--- src/rtl/muldiv_wb_arbiter.sv ---
// Writeback arbiter for the mult functional unit.
// Merges single-stage multiplier results and serial divider results into one
// registered writeback port. Multiplier results cannot be stalled, so they go
// through an in-order skid FIFO and issue is throttled by a credit signal.
// Divider results are back-pressured through a valid/ready handshake.
module muldiv_wb_arbiter #(
  parameter int XLEN          = 64,
  parameter int TRANS_ID_BITS = 3,
  parameter int DEPTH         = 2
) (
  input  logic                     clk_i,
  input  logic                     rst_i,
  input  logic                     flush_i,
  input  logic                     mul_valid_i,
  input  logic [XLEN-1:0]          mul_result_i,
  input  logic [TRANS_ID_BITS-1:0] mul_trans_id_i,
  output logic                     issue_ready_o,
  input  logic                     div_valid_i,
  input  logic [XLEN-1:0]          div_result_i,
  input  logic [TRANS_ID_BITS-1:0] div_trans_id_i,
  output logic                     div_ready_o,
  output logic                     wb_valid_o,
  output logic [XLEN-1:0]          wb_result_o,
  output logic [TRANS_ID_BITS-1:0] wb_trans_id_o,
  input  logic                     wb_ready_i
);

  localparam int PTR_W = (DEPTH > 1) ? $clog2(DEPTH) : 1;
  localparam int CNT_W = $clog2(DEPTH + 1);

  logic [XLEN-1:0]          mem_result [DEPTH];
  logic [TRANS_ID_BITS-1:0] mem_id     [DEPTH];
  logic [PTR_W-1:0]         rd_ptr;
  logic [PTR_W-1:0]         wr_ptr;
  logic [CNT_W-1:0]         count;

  logic             load_en;
  logic             fifo_empty;
  logic             fifo_full;
  logic             pop;
  logic             bypass;
  logic             div_take;
  logic             push_ok;
  logic             active;
  logic [CNT_W:0]   credit_sum;

  // Source selection and handshakes; flush and reset suppress every transfer.
  always_comb begin
    active     = ~rst_i & ~flush_i;
    load_en    = ~wb_valid_o | wb_ready_i;
    fifo_empty = (count == '0);
    fifo_full  = (count == CNT_W'(DEPTH));
    pop        = active & load_en & ~fifo_empty;
    bypass     = active & load_en & fifo_empty & mul_valid_i;
    div_take   = active & load_en & fifo_empty & ~mul_valid_i & div_valid_i;
    // A non-bypassed multiplier beat is pushed; on overflow it is dropped.
    push_ok    = active & mul_valid_i & ~bypass & (~fifo_full | pop);
    credit_sum = {1'b0, count} + (CNT_W+1)'(mul_valid_i);
    // Registered count only: a drain this cycle is deliberately not credited.
    issue_ready_o = ~rst_i & (credit_sum <= (CNT_W+1)'(DEPTH - 1));
    // During flush the divider is drained so its discarded result clears out.
    div_ready_o   = ~rst_i & (flush_i | (load_en & fifo_empty & ~mul_valid_i));
  end

  // Output register, FIFO pointers and occupancy.
  always_ff @(posedge clk_i) begin
    if (rst_i) begin
      wb_valid_o    <= 1'b0;
      wb_result_o   <= '0;
      wb_trans_id_o <= '0;
      count         <= '0;
      rd_ptr        <= '0;
      wr_ptr        <= '0;
    end else if (flush_i) begin
      // Data/id deliberately hold their old values across a flush.
      wb_valid_o <= 1'b0;
      count      <= '0;
      rd_ptr     <= '0;
      wr_ptr     <= '0;
    end else begin
      if (load_en) begin
        if (pop) begin
          wb_valid_o    <= 1'b1;
          wb_result_o   <= mem_result[rd_ptr];
          wb_trans_id_o <= mem_id[rd_ptr];
        end else if (bypass) begin
          wb_valid_o    <= 1'b1;
          wb_result_o   <= mul_result_i;
          wb_trans_id_o <= mul_trans_id_i;
        end else if (div_take) begin
          wb_valid_o    <= 1'b1;
          wb_result_o   <= div_result_i;
          wb_trans_id_o <= div_trans_id_i;
        end else begin
          wb_valid_o <= 1'b0;
        end
      end
      if (pop) begin
        rd_ptr <= (rd_ptr == PTR_W'(DEPTH - 1)) ? '0 : rd_ptr + 1'b1;
      end
      if (push_ok) begin
        wr_ptr <= (wr_ptr == PTR_W'(DEPTH - 1)) ? '0 : wr_ptr + 1'b1;
      end
      case ({push_ok, pop})
        2'b10:   count <= count + 1'b1;
        2'b01:   count <= count - 1'b1;
        default: count <= count;
      endcase
    end
  end

  // FIFO storage; no reset needed since count gates every read.
  always_ff @(posedge clk_i) begin
    if (push_ok) begin
      mem_result[wr_ptr] <= mul_result_i;
      mem_id[wr_ptr]     <= mul_trans_id_i;
    end
  end

  // A multiplier beat arriving with a full FIFO and no drain is a protocol error.
  a_no_overflow: assert property (@(posedge clk_i) disable iff (rst_i || flush_i)
    !(mul_valid_i && fifo_full && !pop));

endmodule
--- config.mk ---
export PLATFORM = sky130hd
export DESIGN_NAME = muldiv_wb_arbiter
export DESIGN_NICKNAME = d
export VERILOG_FILES = /design/src/rtl/muldiv_wb_arbiter.sv
export SDC_FILE = /design/constraint.sdc
export NUM_CORES = 1
export LEC_CHECK = 0
export BUFFER_PORTS_ARGS = -buffer_cell sky130_fd_sc_hd__buf_2
export CORE_ASPECT_RATIO = 1.1
export CORE_MARGIN = 5
export CORE_UTILIZATION = 30
export CTS_CLUSTER_DIAMETER = 30
export DETAILED_ROUTE_END_ITERATION = 12
export REMOVE_ABC_BUFFERS = 1
export SLEW_MARGIN = 20
export SYNTH_ARGS = -nofsm -noshare
export SYNTH_HDL_FRONTEND = slang
export SYNTH_SLANG_ARGS = --single-unit
--- constraint.sdc ---
create_clock -name clk_i -period 8.7 [get_ports clk_i]
set_input_delay 0.435 -clock clk_i [delete_from_list [all_inputs] [get_ports clk_i]]
set_output_delay 0.435 -clock clk_i [all_outputs]
set_load 0.005 [all_outputs]
==> out/qor.csv <==
metric;value;unit
status;finished clean;
clk_pin_slew;50;ps
crit_path_start_kind;flop;
drt-total-wl;21.56;mm
worstPathCellList;or2_4 > o211ai_1 > nor3_2 > buf_4 > buf_4;
fillers;2819;
root_buffer;clkbuf_16;
holdWs;118.7;ps
yosys_register_bits;207;
antenna_cells;0;
die_area;33130;um^2
synth_warnings;0;
drt-initial-drc-count;217;
rows;66;
syn_to_final_growth;32.55;%
synthCells;705;
grt_overflow;0;
synth_cell_type_count;31;
arrival;3090;ps
drtPass1Iterations;4;
dp_slack;5344;ps
die_x;174.0;um
worstRegToRegCells;5;
required;8840;ps
nets;1059;
critPathMaxFanout;59;
tightest_slew;1001;ps
min_to;mem_result[0][53]$_DFFE_PP_;
irDropWorstVdd;121.0;uV
power.leakage;4.312;nW
yosysSeqAreaShare;61.80;%
synth.most_common_cell;edfxtp_1;
seqPwrFrac;36.7;%
hold_depth;1;
numCtsBuffers;46;
antenna_found_initial;0;
maxCapViolCount;0;
clock_skew;10.54;ps
final_cells;1327;
vias_per_cell;4.655;
clock.fmax;339.2;MHz
cpMaxStageDelayCell;or2_4;
hold_viol_final;0;
htreeDepth;2;
num_io_pins;210;
cts_sinks;207;
hold_class;in2reg;
crit_path_end_kind;flop;
gp_congestion;0.7292;
cpMostUsedCell;buf_4;
p_comb_share;5.7;%
setup_viol;0;
utilization;40.02;%
ctsResizeCount;0;
drv_slew;0;
path_class;reg2reg;
postSynth.asyncResetShare;0;%
pwr-share-clk;57.6;%
synth_common_cells;134 x edfxtp_1, 75 x o21ai_0, 73 x dfxtp_1;
grt.total_usage;12.71;%
r2r_start;count[0]$_SDFFE_PP0P_;
internal_power;0.002346;W
drive_gt1_share;38.41;%
drc;0;
final.setup.tns;0;ps
min_period_over_period;33.89;%
synth_top_area_cell;edfxtp_1;
synth_top_area_share;45.33;%
drt-wirelength-per-cell;16.25;um
p_sw_share;21.02;%
mappedNetlistArea;8876;um^2
synthFlopType;edfxtp_1;
hold_start;mul_result_i[53];
reg2reg_setup_slack;5750;ps
r2r_end;mem_result[0][34]$_DFFE_PP_;
port_buffers;209;
grt_pass1_vias;6498;
p_per_area;252.5;nW/um^2
avgSynthCellArea;12.59;um^2
core;29400;um^2
rsz0062_at_grt;false;
relSlewSlack;33.29;%
regArea;5489;um^2
post-cts-setup-buffer-count;0;
fin_crit;2948;ps
dp.cells;1241;
finalWorstSetupSlack;5752;ps
synth_edf_count;134;
holdBufCountCts;0;
p_sw;0.0006242;W
grt_pass1_wl;34.32;mm
synthTopCellsByArea;edfxtp_1 45%, dfxtp_1 16%, mux2_2 8.5%, mux2i_1 7.6%, nand3b_1 5.7%;
grt_max_degree;81;
cp_slowest_stage_delay;590;ps
clkLatencyLatePin;520;ps
ctsLongestPathBuffers;3;
dr_total_vias;6177;
die_h;190.4;um
dp_hpwl;13.32;mm
drtAntennaViolNets;0;
multi_input_area;3108;um^2
initial_core_util;30.19;%
cts_tree;done;
cell type report:
class	instances	area share, %
clock buffer	60	10.92
clock inverter	26	2.478
inverter	4	0.1276
multi-input combinational	439	26.42
sequential	207	46.66
tap	374	3.977
timing repair buffer	217	9.423
power by group through the flow:
| stage | combinational, W | sequential [W] | clock (W) |
|---|---|---|---|
| 2_1_floorplan | 0.0000724 | 0.00111 | 0 |
| 3_3_place_gp | 0.000168 | 0.00111 | 0 |
| 3_5_place_dp | 0.000172 | 0.00111 | 0 |
| 4_1_cts | 0.000173 | 0.00109 | 0.00174 |
| 5_1_grt | 0.000190 | 0.00109 | 0.00181 |
| 6_report | 0.000170 | 0.00109 | 0.00171 |
cell usage in the layout, fill, tap and decap left out, types with 5 or more instances in the layout:
cell type and count:
dfxtp_1 72, buf_4 9, mux2i_1 67, clkbuf_8 6, mux2_2 67, nor2_1 8
nand3b_1 67, o21ai_1 60, clkbuf_1 7, o21ai_0 75, edfxtp_1 134, buf_2 208
bufinv_16 5, clkinv_2 10, clkbuf_16 47, nand2_1 68
metrics by stage:
stage / instance area, um^2 / power [W]
3_5_place_dp: 10190 / 0.001279
2_1_floorplan: 8591 / 0.001182
4_1_cts: 11770 / 0.003008
6_report: 11770 / 0.002970
3_3_place_gp: 10190 / 0.001276
5_1_grt: 11770 / 0.003092
registers in the layout, indices dropped and copies added, names as in the netlist, named ones only:
signal         cells
count              2
mem_id             6
mem_result       128
rd_ptr             1
wb_result_o       64
wb_trans_id_o      3
wb_valid_o         1
wr_ptr             1
logic make-up after synthesis:
logic type               synth area share [%]
AO/OA/AOI/OAI                           8.261
XOR/XNOR                               0.1974
adder cells (fa/ha/maj)                0.5639
buffers and inverters                   3.383
flip-flops                              61.80
multiplexers                            16.06
AND/OR/NAND/NOR                         9.741
critical path, delay by kind of cell (launching register included):
family / cells / cell delay [ps]
flip-flops: 1 / 480
AND/OR/NAND/NOR: 2 / 800
AO/OA/AOI/OAI: 1 / 270
buffers and inverters: 2 / 950
worst max path at each step:
stage	start	to	slack, ps	cells after the start
after global routing	count[1]$_SDFFE_PP0P_	mem_result[0][60]$_DFFE_PP_	5450	5
after CTS	count[0]$_SDFFE_PP0P_	mem_id[0][1]$_DFFE_PP_	5660	5
after floorplan	count[1]$_SDFFE_PP0P_	mem_id[0][0]$_DFFE_PP_	760	3
final	count[0]$_SDFFE_PP0P_	mem_result[0][34]$_DFFE_PP_	5750	5
after detailed placement	rst_i	wb_result_o[27]$_SDFFE_PP0P_	5340	7
after global placement	rst_i	wb_result_o[43]$_SDFFE_PP0P_	5450	6
routing by layer:
layer	wire length [um]	global-route usage, %	up-vias
met5	0	0	-
met4	465	4.264	0
met3	1102	3.252	38
met2	10250	21.55	164
met1	9740	15.87	2941
li1	-	-	3034
Power figures use the tool's default switching activity.
